### src/rtl/serial_adder_pkg.sv
// rtl/serial_adder_pkg.sv - shared state encoding and counter sizing for the serial adder
package serial_adder_pkg;

    typedef enum logic [1:0] {
        ST_IDLE  = 2'd0,
        ST_SHIFT = 2'd1,
        ST_DONE  = 2'd2
    } state_t;

    // Bit counter must index 0..w-1; never narrower than one bit.
    function automatic int cnt_width(input int w);
        return (w < 2) ? 1 : $clog2(w);
    endfunction

endpackage

### src/rtl/serial_adder_bit.sv
// rtl/serial_adder_bit.sv - combinational one-bit full adder cell
module serial_adder_bit (
    input  logic a,
    input  logic b,
    input  logic c,
    output logic s,
    output logic co
);

    assign s  = a ^ b ^ c;
    assign co = (a & b) | (c & (a | b));

endmodule

### src/rtl/serial_adder.sv
// rtl/serial_adder.sv - bit-serial LSB-first adder with valid/ready handshakes
module serial_adder
    import serial_adder_pkg::*;
#(
    parameter int WIDTH = 8
) (
    input  logic             ck,
    input  logic             rst,
    input  logic             in_valid,
    output logic             in_ready,
    input  logic [WIDTH-1:0] a,
    input  logic [WIDTH-1:0] b,
    input  logic             ci,
    output logic             out_valid,
    input  logic             out_ready,
    output logic [WIDTH-1:0] s,
    output logic             co,
    output logic             ovf,
    output logic             busy
);

    localparam int            CW   = cnt_width(WIDTH);
    localparam logic [CW-1:0] LAST = CW'(WIDTH - 1);

    state_t           state;
    state_t           state_nx;
    logic [WIDTH-1:0] a_sr;
    logic [WIDTH-1:0] b_sr;
    logic [WIDTH-1:0] s_sr;
    logic             carry;
    logic             msb_cin;
    logic [CW-1:0]    cnt;
    logic             accept;
    logic             step;
    logic             last_bit;
    logic             sum_bit;
    logic             carry_nx;

    assign last_bit = (cnt == LAST);

    // The single full-adder cell sees the current LSBs and the running carry.
    serial_adder_bit u_bit (
        .a  (a_sr[0]),
        .b  (b_sr[0]),
        .c  (carry),
        .s  (sum_bit),
        .co (carry_nx)
    );

    // State register; reset aborts any in-flight operation.
    always_ff @(posedge ck or posedge rst) begin
        if (rst) begin
            state <= ST_IDLE;
        end else begin
            state <= state_nx;
        end
    end

    // Next-state and handshake decode; inputs outside the owning state are ignored.
    always_comb begin
        state_nx  = state;
        in_ready  = 1'b0;
        out_valid = 1'b0;
        busy      = 1'b0;
        accept    = 1'b0;
        step      = 1'b0;
        case (state)
            ST_IDLE: begin
                in_ready = 1'b1;
                if (in_valid) begin
                    accept   = 1'b1;
                    state_nx = ST_SHIFT;
                end
            end
            ST_SHIFT: begin
                busy = 1'b1;
                step = 1'b1;
                if (last_bit) begin
                    state_nx = ST_DONE;
                end
            end
            ST_DONE: begin
                out_valid = 1'b1;
                if (out_ready) begin
                    state_nx = ST_IDLE;
                end
            end
            default: begin
                state_nx = ST_IDLE;
            end
        endcase
    end

    // Datapath: load operands on accept, then one bit per edge; sum enters from the MSB end.
    always_ff @(posedge ck or posedge rst) begin
        if (rst) begin
            a_sr    <= '0;
            b_sr    <= '0;
            s_sr    <= '0;
            carry   <= 1'b0;
            msb_cin <= 1'b0;
            cnt     <= '0;
        end else if (accept) begin
            a_sr  <= a;
            b_sr  <= b;
            carry <= ci;
            cnt   <= '0;
        end else if (step) begin
            a_sr  <= a_sr >> 1;
            b_sr  <= b_sr >> 1;
            s_sr  <= {sum_bit, s_sr[WIDTH-1:1]};
            carry <= carry_nx;
            if (last_bit) begin
                // Carry entering the MSB cell, kept for signed overflow.
                msb_cin <= carry;
            end else begin
                cnt <= cnt + CW'(1);
            end
        end
    end

    assign s   = s_sr;
    assign co  = carry;
    assign ovf = msb_cin ^ carry;

endmodule

### config.mk
export PLATFORM = sky130hd
export DESIGN_NAME = serial_adder
export DESIGN_NICKNAME = d
export VERILOG_FILES = /design/src/rtl/serial_adder_pkg.sv /design/src/rtl/serial_adder_bit.sv /design/src/rtl/serial_adder.sv
export SDC_FILE = /design/constraint.sdc
export NUM_CORES = 1
export LEC_CHECK = 0
export ABC_AREA = 1
export BUFFER_PORTS_ARGS = -buffer_cell sky130_fd_sc_hd__buf_2
export CAP_MARGIN = 20
export CORE_MARGIN = 3
export CORE_UTILIZATION = 52
export CTS_CLUSTER_SIZE = 24
export DETAILED_ROUTE_END_ITERATION = 16
export PLACE_DENSITY = 0.76
export SETUP_SLACK_MARGIN = 0.4
export SLEW_MARGIN = 10
export SYNTH_ARGS = -nofsm -noshare
export SYNTH_HDL_FRONTEND = slang
export SYNTH_HIERARCHICAL = 1
export SYNTH_SLANG_ARGS = --single-unit
### constraint.sdc
create_clock -name ck -period 1.6 [get_ports ck]
set_clock_uncertainty 0.05 [all_clocks]
set_input_delay 0.16 -clock ck [delete_from_list [all_inputs] [get_ports ck]]
set_output_delay 0.16 -clock ck [all_outputs]
set_load 0.05 [all_outputs]
==> summary.md, run 1 <==
| Metric | Value |
|---|---|
| Hold crit path type | input port to flip-flop |
| Antenna-violating nets left | 0 |
| Min-Delay Path Depth | 3 |
| Antenna violations before repair | 0 |
| Drt drc | 0 |
| N_diodes | 0 |
| Core Area | 2522 um2 |
| Worst skew pair latency | 0.35 ns |
| Final hold vios | 3 |
| First-pass GRT wire length | 5.547 mm |
| Hold WS | -0.01327 ns |
| Cells after synthesis | about 160 |
| Final WS setup | 0.1628 ns |
| Req. time, crit path | roughly 1.4 ns |
| Reg2Reg Setup Slack | around 0.19 ns |
| Slew margin rel. | around 54% |
| Final worst path period need | around 1.4 ns |
| Crit Path Class | flip-flop to primary output |
| Max Slew Vio Count | 0 |
| Crit-path max FO | 2 |
| Num CTS Buffers | 5 |
| Layout cells sized above 1 | a little over half |
| First drt pass iteration count | 4 |
| Setup WS pre-CTS | about 0.24 ns |
| Max-cap check violation count | 0 |
| Worst path top cell family by delay | flip-flops |
| Mapped Nets | ~180 |
| Critical Path AT | 1.23 ns |
| Synthesized flop and latch total | 31 |
| # setup viols final | 0 |
| Grt ovf | 0 |
| Violated checks | hold timing |
| DR WL/cell | 18.67 um |
| Max Buffers Root-to-Sink | 2 |
| Via count | 1,430 |
| Die H | about 58 um |
| Placed cell count | 218 |
| Final wirelength | 4.668 mm |
| Clock sink count | 31 |
| Mean post-synth cell area | slightly below 9 um2 |
| Clock Pin Slew Worst Setup and Hold Paths | approximately 0.10 ns |
| YS warnings | 6 |
| Distinct cells, synth | 17 |
| Status | finished with violations |
| Crit share post-route | 89.83% |
| Total Power | 4.813 mW |
| Row Count | 18 |
| CTS root buffer | clkbuf_4 |
| Synth Cell Area | 1398 um2 |
| Gr usage total | 22.50% |
| Critical-path top delay cell | dfrtp_1 |
| Min-delay src | b[1] |
| Hold endpoint | b_sr[1] |
| H-tree Lvls | 2 |
| RSZ-0062 raised after global routing | true |
| Initial DRC Count | 92 |
| Gp weighted congestion | around 0.8 |
| CTS tree | done |
| Cell Pwr Density | 2133 nW/um2 |
| WP buf/inv | 2 |
| Seq/Total Area, Yosys | approximately 56% |
| Most repeated library cell on the critical path | buf_6 |
| Die X | just under 60 um |
| Crit path launch type | flip-flop |
| Vias/cell | about 5.7 |
| I/O pin count | 34 |
| Fmax | 0.6958 GHz |
| Fillers | 117 |
| Worst Setup End Kind | primary output |
| Worst r2r path cells | 7 |
| Hpwl dp | between 1.5 and 2 mm |
| Initial Util | 55.41% |
| Nets | roughly 240 |
| RR Endpoint | b_sr[2] |
| Peak supply drop | 1904 uV |
| Max stage delay on crit path | ~0.44 ns |
| Commonest non-fill, non-tap cell in the layout | nand2_1 |
| Input/output buffers | 33 |
| Commonest non-fill, non-tap cells in the layout | nand2_1, nand3_2, dfrtp_1 |
| TNS Setup | 0 ns |
| Reg-to-Reg Start | state[1] |
| Area Overhead vs Synth | 61.41% |
| Critical path, cell by cell | buf_6 > nor2_4 > buf_6 |
| P_leak | about 1.2 nW |
| Post-route insts no fill | 250 |
| Die footprint | around 3300 um2 |
| Vias in the first global route | about 1,300 |
| Tightest Pin Transition | ~0.7 ns |
| Pin count of the biggest net entering global routing | 32 |
==> worst max path at each step <==
stage                     startpoint         to  cells past startpoint  slack, ns
after detailed placement    state[0]    a_sr[4]                      5       0.24
after global routing        state[1]  out_valid                      4       0.13
after floorplan                   co       s[7]                      3       0.30
after CTS                   state[1]   in_ready                      3       0.19
final                       state[1]   in_ready                      3       0.16
after global placement      state[0]   in_ready                      2       0.26
==> worst reg2reg max path, cell delays in order, from the launching register on <==
cell     delay (ns)
dfrtp_1        0.44
buf_6          0.14
nor2_4         0.13
buf_6          0.12
buf_8          0.13
buf_6          0.13
nand3_1        0.11
nand3_2        0.12
==> metrics by stage <==
stage / utilization [%] / hold WS, ns / area [um2]
2_1_floorplan: - / 0.2134 / 1431
3_3_place_gp: 63.49 / 0.1993 / 1602
4_1_cts: 75.55 / 0.007823 / 1906
3_5_place_dp: 63.49 / 0.2135 / 1602
5_1_grt: 89.43 / 0.0007172 / 2256
6_report: 89.43 / -0.01327 / 2256
==> report_power, final <==
group          switching (mW)  total [mW]  internal (mW)
Sequential              0.295        1.41           1.11
Clock                   0.281       0.452          0.171
Combinational            1.70        2.95           1.25
Total                    2.28        4.81           2.54
==> state kept, by name, indices dropped and copies added (netlist names) <==
name / cells
cnt: 3
b_sr: 8
co: 1
state: 2
msb_cin: 1
s: 8
a_sr: 8
==> synth_stat cells (all sizes together) <==
library cell	instances	share of area, %
nor2	2	1.1
inv	9	2.4
nand4	1	0.45
o21ai	5	2.6
xor2	1	0.63
nand3	37	13
dfrtp	31	56
ha	2	1.8
nand2	63	17
fa	1	1.4
buf	7	3.4
==> routing by layer <==
| layer | share of wire [%] | wire length (um) | vias up | global-route usage [%] |
|---|---|---|---|---|
| li1 | - | - | 629 | - |
| met1 | 37 | 1731 | 706 | 26.98 |
| met2 | 52 | 2445 | 74 | 37.26 |
| met3 | 6.0 | 280 | 21 | 5.568 |
| met4 | 4.5 | 211 | 0 | 11.92 |
| met5 | 0 | 0 | - | 0 |
==> area by class of cell <==
class | count | area, um2 | area share (%)
Clock buffer | 7 | 45.04 | 1.997
Clock inverter | 1 | 5.005 | 0.2219
Inverter | 9 | 38.79 | 1.719
Multi-Input combinational cell | 112 | 804.5 | 35.66
Sequential cell | 31 | 778.2 | 34.50
Tap cell | 30 | 37.54 | 1.664
Timing Repair Buffer | 60 | 546.8 | 24.24
==> cell families (layout without fill, tap and decap cells) <==
| logic type | count (synthesis) | after routing | share of synthesized area [%] |
|---|---|---|---|
| AO/OA/AOI/OAI | 5 | 5 | 2.597 |
| XOR/XNOR | 1 | 1 | 0.6268 |
| adder cells (fa/ha/maj) | 3 | 3 | 3.223 |
| buffers and inverters | 16 | 77 | 5.820 |
| flip-flops | 31 | 31 | 55.51 |
| AND/OR/NAND/NOR | 103 | 103 | 32.23 |
==> what timing repair did <==
action                     4_1_cts  5_1_grt
cloned                           1        2
resized for setup               27       63
hold endpoints to repair        31        2
hold buffers                     1        2
pin swaps                       14       19
buffers inserted                16        2
setup endpoints to repair       32       39
Note: power is estimated with default switching activity, not from simulation.
==> run 2: changes to the inputs <==
BUFFER_PORTS_ARGS = not set   (was -buffer_cell sky130_fd_sc_hd__buf_2)
CORE_UTILIZATION = 56   (was 52)
DONT_BUFFER_PORTS = 1   (was not set)
HOLD_SLACK_MARGIN = 0.06   (was not set)
PLACE_DENSITY = 0.69   (was 0.76)
==> summary.md, run 2 <==
| Metric | Value |
|---|---|
| CTS root buffer | clkbuf_4 |
| Leading area contributor after synthesis | dfrtp_1 |
| Worst-path end type | primary output |
| Mean post-synth cell area | 8.790 um2 (unchanged) |
| Row Count | 17 (-1) |
| Halt point of the flow | global routing |
| Crit. endpoint post-GRT repair | ovf |
| Pin count of the biggest net entering global routing | 32 |
| Stop err | [ERROR DPL-0038] Utilization greater than 100%, impossible to legalize |
| Initial Util | 60.84% (+5.4 points) |
| Top-count cell post-synth | nand2_1 |
| Num CTS Buffers | 5 (unchanged) |
| Gp weighted congestion | 0.7012 (-12%) |
| Post-synth top cells | nand2_1, nand3_1, dfrtp_1 |
| Synthesized flop and latch total | 31 (unchanged) |
| Seq/Total Area, Yosys | 55.51% (unchanged) |
| H-tree Lvls | 2 (unchanged) |
| Cells after synthesis | 159 (unchanged) |
| Input/output buffers | 0 (-100%) |
| I/O pin count | 34 (unchanged) |
| Hpwl dp | 1.922 mm (-3.6%) |
| Die X | 55.96 um (-3.3%) |
| Synth async-reset ratio | 100.0% (unchanged) |
| Clock sink count | 31 (unchanged) |
| Status | aborted with a tool error |
| Die H | 55.96 um (-3.3%) |
| Most used DFF post-synth | dfrtp_1 |
| Max Buffers Root-to-Sink | 2 (unchanged) |
| Share of the synthesized area in the top cell type | 55.51% (unchanged) |
| Synth Cell Area | 1398 um2 (unchanged) |
| Distinct cells, synth | 17 (unchanged) |
| YS warnings | 6 (unchanged) |
| Mapped Nets | 183 (unchanged) |
| Number of synthesized flops with an enable pin | 0 (unchanged) |
| Area contributors post-synth | dfrtp_1, nand2_1, nand3_1, buf_4, inv_1 |
==> run 2: cell counts after synthesis <==
No cell type changed its count.
==> run 2: timing repair <==
item / CTS
setup endpoints to repair: 37
hold buffers: 20
buffers inserted: 8
pin swaps: 7
resized for setup: 23
hold endpoints to repair: 53
==> run 2: kinds of logic after synthesis <==
family	count (synthesis)	share of synthesized area, %
simple gates	103	32.23
flops	31	55.51
buf+inv	16	5.820
compound gates	5	2.597
fa+ha+maj	3	3.223
xor+xnor	1	0.6268
==> run 2: through the flow <==
step	setup WS, ns	cell area, um2	cells	hold slack (ns)	utilization (%)
4_1_cts	0.1481	1883	223	0.09278	81.97
3_3_place_gp	0.2286	1484	188	0.09861	64.60
3_5_place_dp	0.1723	1484	188	0.1011	64.60
2_1_floorplan	0.3043	1431	159	0.2134	-
==> run 3: changes to the inputs <==
CORE_AREA = 3 3 64 66   (was not set)
CORE_MARGIN = not set   (was 3)
CORE_UTILIZATION = not set   (was 56)
CTS_CLUSTER_SIZE = not set   (was 24)
DIE_AREA = 0 0 67 69   (was not set)
HOLD_SLACK_MARGIN = not set   (was 0.06)
PLACE_DENSITY = not set   (was 0.69)
PLACE_DENSITY_LB_ADDON = 0.15   (was not set)
SETUP_SLACK_MARGIN = not set   (was 0.4)
==> summary.md, run 3 (synthesis results as in run 1) <==
| Metric | Value |
|---|---|
| Status | finished, final reports clean |
| Critical path, cell by cell | inv_2 > nand2_4 > inv_4 > buf_12 |
| Hold crit path type | input port to flip-flop |
| GRT met1 Usage | between 10% and 20% |
| First-pass GRT wire length | approximately 5 mm |
| Core Area | ~3600 um2 |
| Sequential power share | a little under half |
| Gr usage total | 14.24% |
| Hpwl dp | 1.968 mm (+2.4%) |
| Placed Area | 1508 um2 (+1.6%) |
| Clock sink count | 31 (unchanged) |
| Input/output buffers | 0 (unchanged) |
| Tightest Pin Transition | about 0.51 ns |
| Combinational Power Share | roughly 40% |
| Drt drc | 0 |
| Max Slew Vio Count | 0 |
| Via count | around 1,100 |
| Power Internal | 1.985 mW |
| Row Count | 22 (+5) |
| Vias in the first global route | roughly 1,100 |
| Die footprint | between 4000 and 5000 um2 |
| Switching Fraction | 46.00% |
| Final hold vios | 0 |
| Max Buffers Root-to-Sink | 2 (unchanged) |
| Die H | 69 um (+23%) |
| Max stage delay on crit path | ~0.42 ns |
| Commonest non-fill, non-tap cell in the layout | nand2_1 |
| Worst Setup End Kind | primary output |
| Slew margin rel. | about two thirds |
| Worst path top cell family by delay | buffers and inverters |
| Critical Path AT | about 1.3 ns |
| Crit share post-route | 92.16% |
| Initial DRC Count | 39 |
| Final wirelength | 2.867 mm |
| Cell area after layout | between 1500 and 2000 um2 |
| Clock Pin Slew Worst Setup and Hold Paths | approximately 0.060 ns |
| Fin util | roughly half |
| I/O pin count | 34 (unchanged) |
| Commonest non-fill, non-tap cells in the layout | nand2_1, nand3_1, dfrtp_1 |
| Worst skew pair latency | approximately 0.28 ns |
| Clock network power share | 15.7% |
| Max-cap check violation count | 0 |
| P_sw | between 1.5 and 2 mW |
| Gp weighted congestion | 0.7476 (+6.6%) |
| Placed cell count | 207 (+10%) |
| Peak supply drop | 1023 uV |
| Initial Util | 38.46% (-22 points) |
| Antenna violations before repair | 0 |
| Area Overhead vs Synth | 26.14% |
| CTS tree | done |
| Setup WS pre-CTS | 0.1913 ns (+0.01907 ns) |
| Critical-path top delay cell | dfrtp_1 |
| DR WL/cell | around 12 um |
| # setup viols final | 0 |
| Busiest grt layer | met2 |
| Grt ovf | 0 |
| N_diodes | 0 |
| CTS root buffer | clkbuf_8 |
| Crit Path Class | flip-flop to primary output |
| Final worst path period need | about 1.5 ns |
| Die X | 67 um (+20%) |
| Final WS setup | about 0.13 ns |
| First drt pass iteration count | 5 |
| Antenna-violating nets left | 0 |
| Post-route insts no fill | between 200 and 250 |
| RSZ-0062 raised after global routing | false |
| Pin count of the biggest net entering global routing | 32 |
| H-tree Lvls | 2 (unchanged) |
| Num CTS Buffers | 5 (unchanged) |
| TNS Setup | 0 ns |
| Crit-path max FO | 11 |
| P_leak | 0.8696 nW |
| Fmax | 0.6782 GHz |
| Crit path launch type | flip-flop |
| Req. time, crit path | approximately 1.4 ns |
| GR met3 Demand/Resource | ~6.7% |
| Met2 usage | between 20% and 30% |
| Fillers | 359 |
| WP buf/inv | 3 |
| Nets | a little over 200 |
| Layout cells sized above 1 | ~11% |
| Vias/cell | 4.772 |
| Cell Pwr Density | ~2100 nW/um2 |
[run 3: path summary, 6_finish.rpt]
path / from / end / slack [ns] / cells after the start
max in group asynchronous: rst / state[0] / 0.86 / 3
max: state[1] / busy / 0.13 / 4
max reg2reg: cnt[0] / cnt[1] / 0.19 / 7
min in group asynchronous: rst / cnt[0] / 0.35 / 3
min: in_valid / a_sr[5] / 0.004 / 2
min reg2reg: b_sr[7] / b_sr[7] / 0.43 / 2
[run 3: stage by stage]
stage          power [mW]  hold slack, ns
3_5_place_dp        3.099          0.1120
3_3_place_gp        3.046          0.1092
4_1_cts             3.730        0.001295
5_1_grt             3.997        0.001912
6_report            3.676        0.004201
2_1_floorplan       2.689          0.2135
[run 3: cell type report]
cell class | count | area [um2] | share of cell area [%]
Multi-Input combinational cell | 112 | 548.0 | 31.09
Inverter | 9 | 36.28 | 2.058
Sequential cell | 31 | 777.0 | 44.07
Tap cell | 48 | 60.06 | 3.407
Timing Repair Buffer | 24 | 260.3 | 14.76
Clock buffer | 7 | 76.32 | 4.329
Clock inverter | 1 | 5.005 | 0.2839
[run 3: power by group through the flow]
stage                     clock, mW  sequential [mW]  combinational [mW]
after floorplan                   0             1.63                1.06
after global placement            0             1.67                1.38
after detailed placement          0             1.68                1.42
after CTS                     0.601             1.67                1.46
after global routing          0.635             1.71                1.65
final                         0.576             1.66                1.44
[run 3: repair_timing]
item | 4_1_cts | 5_1_grt
gates resized for setup | 0 | 2
setup buffers | 0 | 0
hold buffers | 16 | 1
endpoints found under the setup margin | 0 | 1
endpoints found under the hold margin | 45 | 1
[run 3: per-layer routing]
layer  vias to the layer above  wire, um
met5                         -         0
met4                         0        55
met3                         5       227
met1                       510      1237
met2                        35      1347
li1                        557         -
==> run 4: changes to the inputs <==
ABC_AREA = not set   (was 1)
CORE_AREA = not set   (was 3 3 64 66)
CORE_MARGIN = 3   (was not set)
CORE_UTILIZATION = 40   (was not set)
DIE_AREA = not set   (was 0 0 67 69)
==> summary.md, run 4 <==
| Metric | Value |
|---|---|
| Status | finished, final reports clean |
| Pin count of the biggest net entering global routing | 32 (unchanged) |
| Worst skew pair latency | 0.28 ns (about the same) |
| Num CTS Buffers | 5 (unchanged) |
| Slew margin rel. | 68.94% (+2.7 points) |
| Area Overhead vs Synth | 21.69% |
| Initial Util | 43.08% (+4.6 points) |
| # setup viols final | 0 (unchanged) |
| Share of the synthesized area in the top cell type | 52.32% (-3.2 points) |
| Crit path launch type | flip-flop |
| First drt pass iteration count | 4 (-1) |
| TNS Setup | 0 ns (unchanged) |
| Final wirelength | 2.938 mm (+2.5%) |
| Final WS setup | 0.08288 ns (-0.04257 ns) |
| Number of synthesized flops with an enable pin | 0 (unchanged) |
| Synth async-reset ratio | 100.0% (unchanged) |
| I/O pin count | 34 (unchanged) |
| Row Count | 21 (-4.5%) |
| Clock network power share | 18.9% (+3.2 points) |
| Setup WS pre-CTS | 0.1171 ns (-0.07426 ns) |
| Via count | 1,056 (-4.6%) |
| Core Area | 3442 um2 (-5.3%) |
| Grt ovf | 0 (unchanged) |
| Synthesized flop and latch total | 31 (unchanged) |
| Die footprint | 4473 um2 (-3.2%) |
| Mean post-synth cell area | 11.06 um2 (+26%) |
| Die X | 66.88 um (-0.18%) |
| H-tree Lvls | 2 (unchanged) |
| Switching Fraction | 40.55% (-5.4 points) |
| Post-synth top cells | dfrtp_1, nor3_1, nor3b_1 |
| Seq/Total Area, Yosys | 52.32% (-3.2 points) |
| Hpwl dp | 2.049 mm (+4.1%) |
| Vias/cell | 5.280 (+11%) |
| Max-cap check violation count | 0 (unchanged) |
| Peak supply drop | 876.6 uV (-14%) |
| N_diodes | 0 (unchanged) |
| CTS tree | done |
| Cell Pwr Density | 2346 nW/um2 (+13%) |
| Combinational Power Share | 47.2% (+8.1 points) |
| Final hold vios | 0 (unchanged) |
| Crit share post-route | 94.82% (+2.7 points) |
| Cells after synthesis | 134 (-16%) |
| Synth Cell Area | 1483 um2 (+6.1%) |
| YS warnings | 6 (unchanged) |
| Critical Path AT | 1.31 ns (+0.05 ns) |
| Distinct cells, synth | 29 (+12) |
| Leading area contributor after synthesis | dfrtp_1 |
| Vias in the first global route | 1,032 (-9.1%) |
| Initial DRC Count | 54 (+38%) |
| Input/output buffers | 0 (unchanged) |
| DR WL/cell | 14.69 um (+19%) |
| Req. time, crit path | 1.39 ns (about the same) |
| Gp weighted congestion | 0.7611 (+1.8%) |
| Commonest non-fill, non-tap cell in the layout | dfrtp_1 |
| Mapped Nets | 158 (-14%) |
| CTS root buffer | clkbuf_8 |
| Fmax | 0.6591 GHz (-2.8%) |
| Final worst path period need | 1.517 ns (+0.04257 ns) |
| Clock sink count | 31 (unchanged) |
| Max Buffers Root-to-Sink | 2 (unchanged) |
| Drt drc | 0 (unchanged) |
| Clock Pin Slew Worst Setup and Hold Paths | 0.06 ns (about the same) |
| Hold crit path type | input port to flip-flop |
| Fillers | 328 (-8.6%) |
| RSZ-0062 raised after global routing | false |
| Area contributors post-synth | dfrtp_1, mux2_2, nor3b_1, nor3_1, nor2_1 |
| Placed cell count | 187 (-9.7%) |
| Antenna violations before repair | 0 (unchanged) |
| Max Slew Vio Count | 0 (unchanged) |
| Antenna-violating nets left | 0 (unchanged) |
| Crit Path Class | flip-flop to primary output |
| Post-route insts no fill | 200 (-14%) |
| Layout cells sized above 1 | 25.97% (+15 points) |
| Sequential power share | 33.9% (-11 points) |
| Nets | 177 (-14%) |
| Most used DFF post-synth | dfrtp_1 |
| Commonest non-fill, non-tap cells in the layout | dfrtp_1, nor3_1, buf_4 |
| Crit-path max FO | 14 (+3) |
| First-pass GRT wire length | 4.899 mm (-0.97%) |
| Top-count cell post-synth | dfrtp_1 |
| P_sw | 1.716 mW (+1.5%) |
| Gr usage total | 15.01% (+0.76 points) |
| Tightest Pin Transition | 0.4658 ns (-0.04072 ns) |
| Die H | 66.88 um (-3.1%) |
| P_leak | 0.7918 nW (-8.9%) |
| Power Internal | 2.517 mW (+27%) |
| Post-CTS Setup Repair Bufs | 0 (unchanged) |
| Worst Setup End Kind | primary output |
run 4: metal layers:
layer  wire, um  vias up  track usage, %
li1           -      511               -
met1       1344      519           18.33
met2       1383       21           23.39
met3        166        5           6.577
met4         44        0           5.316
met5          0        -               0
run 4: cell families after synthesis:
group / share of synthesized area (%)
adder cells (fa/ha/maj): 3.038
AO/OA/AOI/OAI: 10.13
buffers and inverters: 5.906
AND/OR/NAND/NOR: 20.42
flip-flops: 52.32
multiplexers: 7.595
XOR/XNOR: 0.5908
run 4: worst paths after layout:
kind | from | slack, ns | depth (start not counted) | to
min in group asynchronous | rst | 0.35 | 3 | s[6]
hold / removal | b[4] | 0.05 | 2 | b_sr[4]
setup / recovery | state[0] | 0.08 | 3 | in_ready
max in group asynchronous | rst | 0.86 | 3 | b_sr[4]
hold reg to reg | b_sr[7] | 0.45 | 1 | b_sr[7]
setup reg to reg | cnt[1] | 0.14 | 5 | cnt[0]
run 4: worst max-delay path, stage by stage (launching register included):
cell and delay [ns]:
dfrtp_1 0.42, buf_4 0.20, nor2_4 0.18, buf_4 0.22
run 4: power by group through the flow:
stage	Combinational, mW	Sequential [mW]	Clock [mW]
after floorplan	1.22	1.77	0
after global placement	1.95	1.43	0
after detailed placement	2.01	1.45	0
after CTS	2.03	1.44	0.819
after global routing	2.17	1.49	0.872
final	2.00	1.43	0.801
run 4: area by class of cell:
cell class | count | area [um2] | share of cell area, %
clock inverters | 2 | 35.03 | 1.942
inverters | 5 | 18.77 | 1.040
multi-input cells | 87 | 636.9 | 35.30
well taps | 46 | 57.56 | 3.190
repair buffers | 23 | 197.7 | 10.96
flip-flops and latches | 31 | 775.7 | 43.00
clock buffers | 6 | 82.58 | 4.577
run 4: metrics by stage:
| stage | hold slack, ns | total power [mW] | instance area, um2 | util (%) |
|---|---|---|---|---|
| after floorplan | 0.2135 | 2.989 | 1493 | - |
| final | 0.04709 | 4.233 | 1804 | 52.42 |
| after global routing | 0.04401 | 4.530 | 1804 | 52.42 |
| after detailed placement | 0.1191 | 3.461 | 1629 | 47.33 |
| after CTS | 0.04064 | 4.284 | 1802 | 52.34 |
| after global placement | 0.1053 | 3.378 | 1629 | 47.33 |
run 4: timing repair:
item	in CTS	in global routing
hold buffers	5	0
endpoints found under the setup margin	1	2
endpoints found under the hold margin	34	0
resized for setup	1	2
gates cloned	0	0
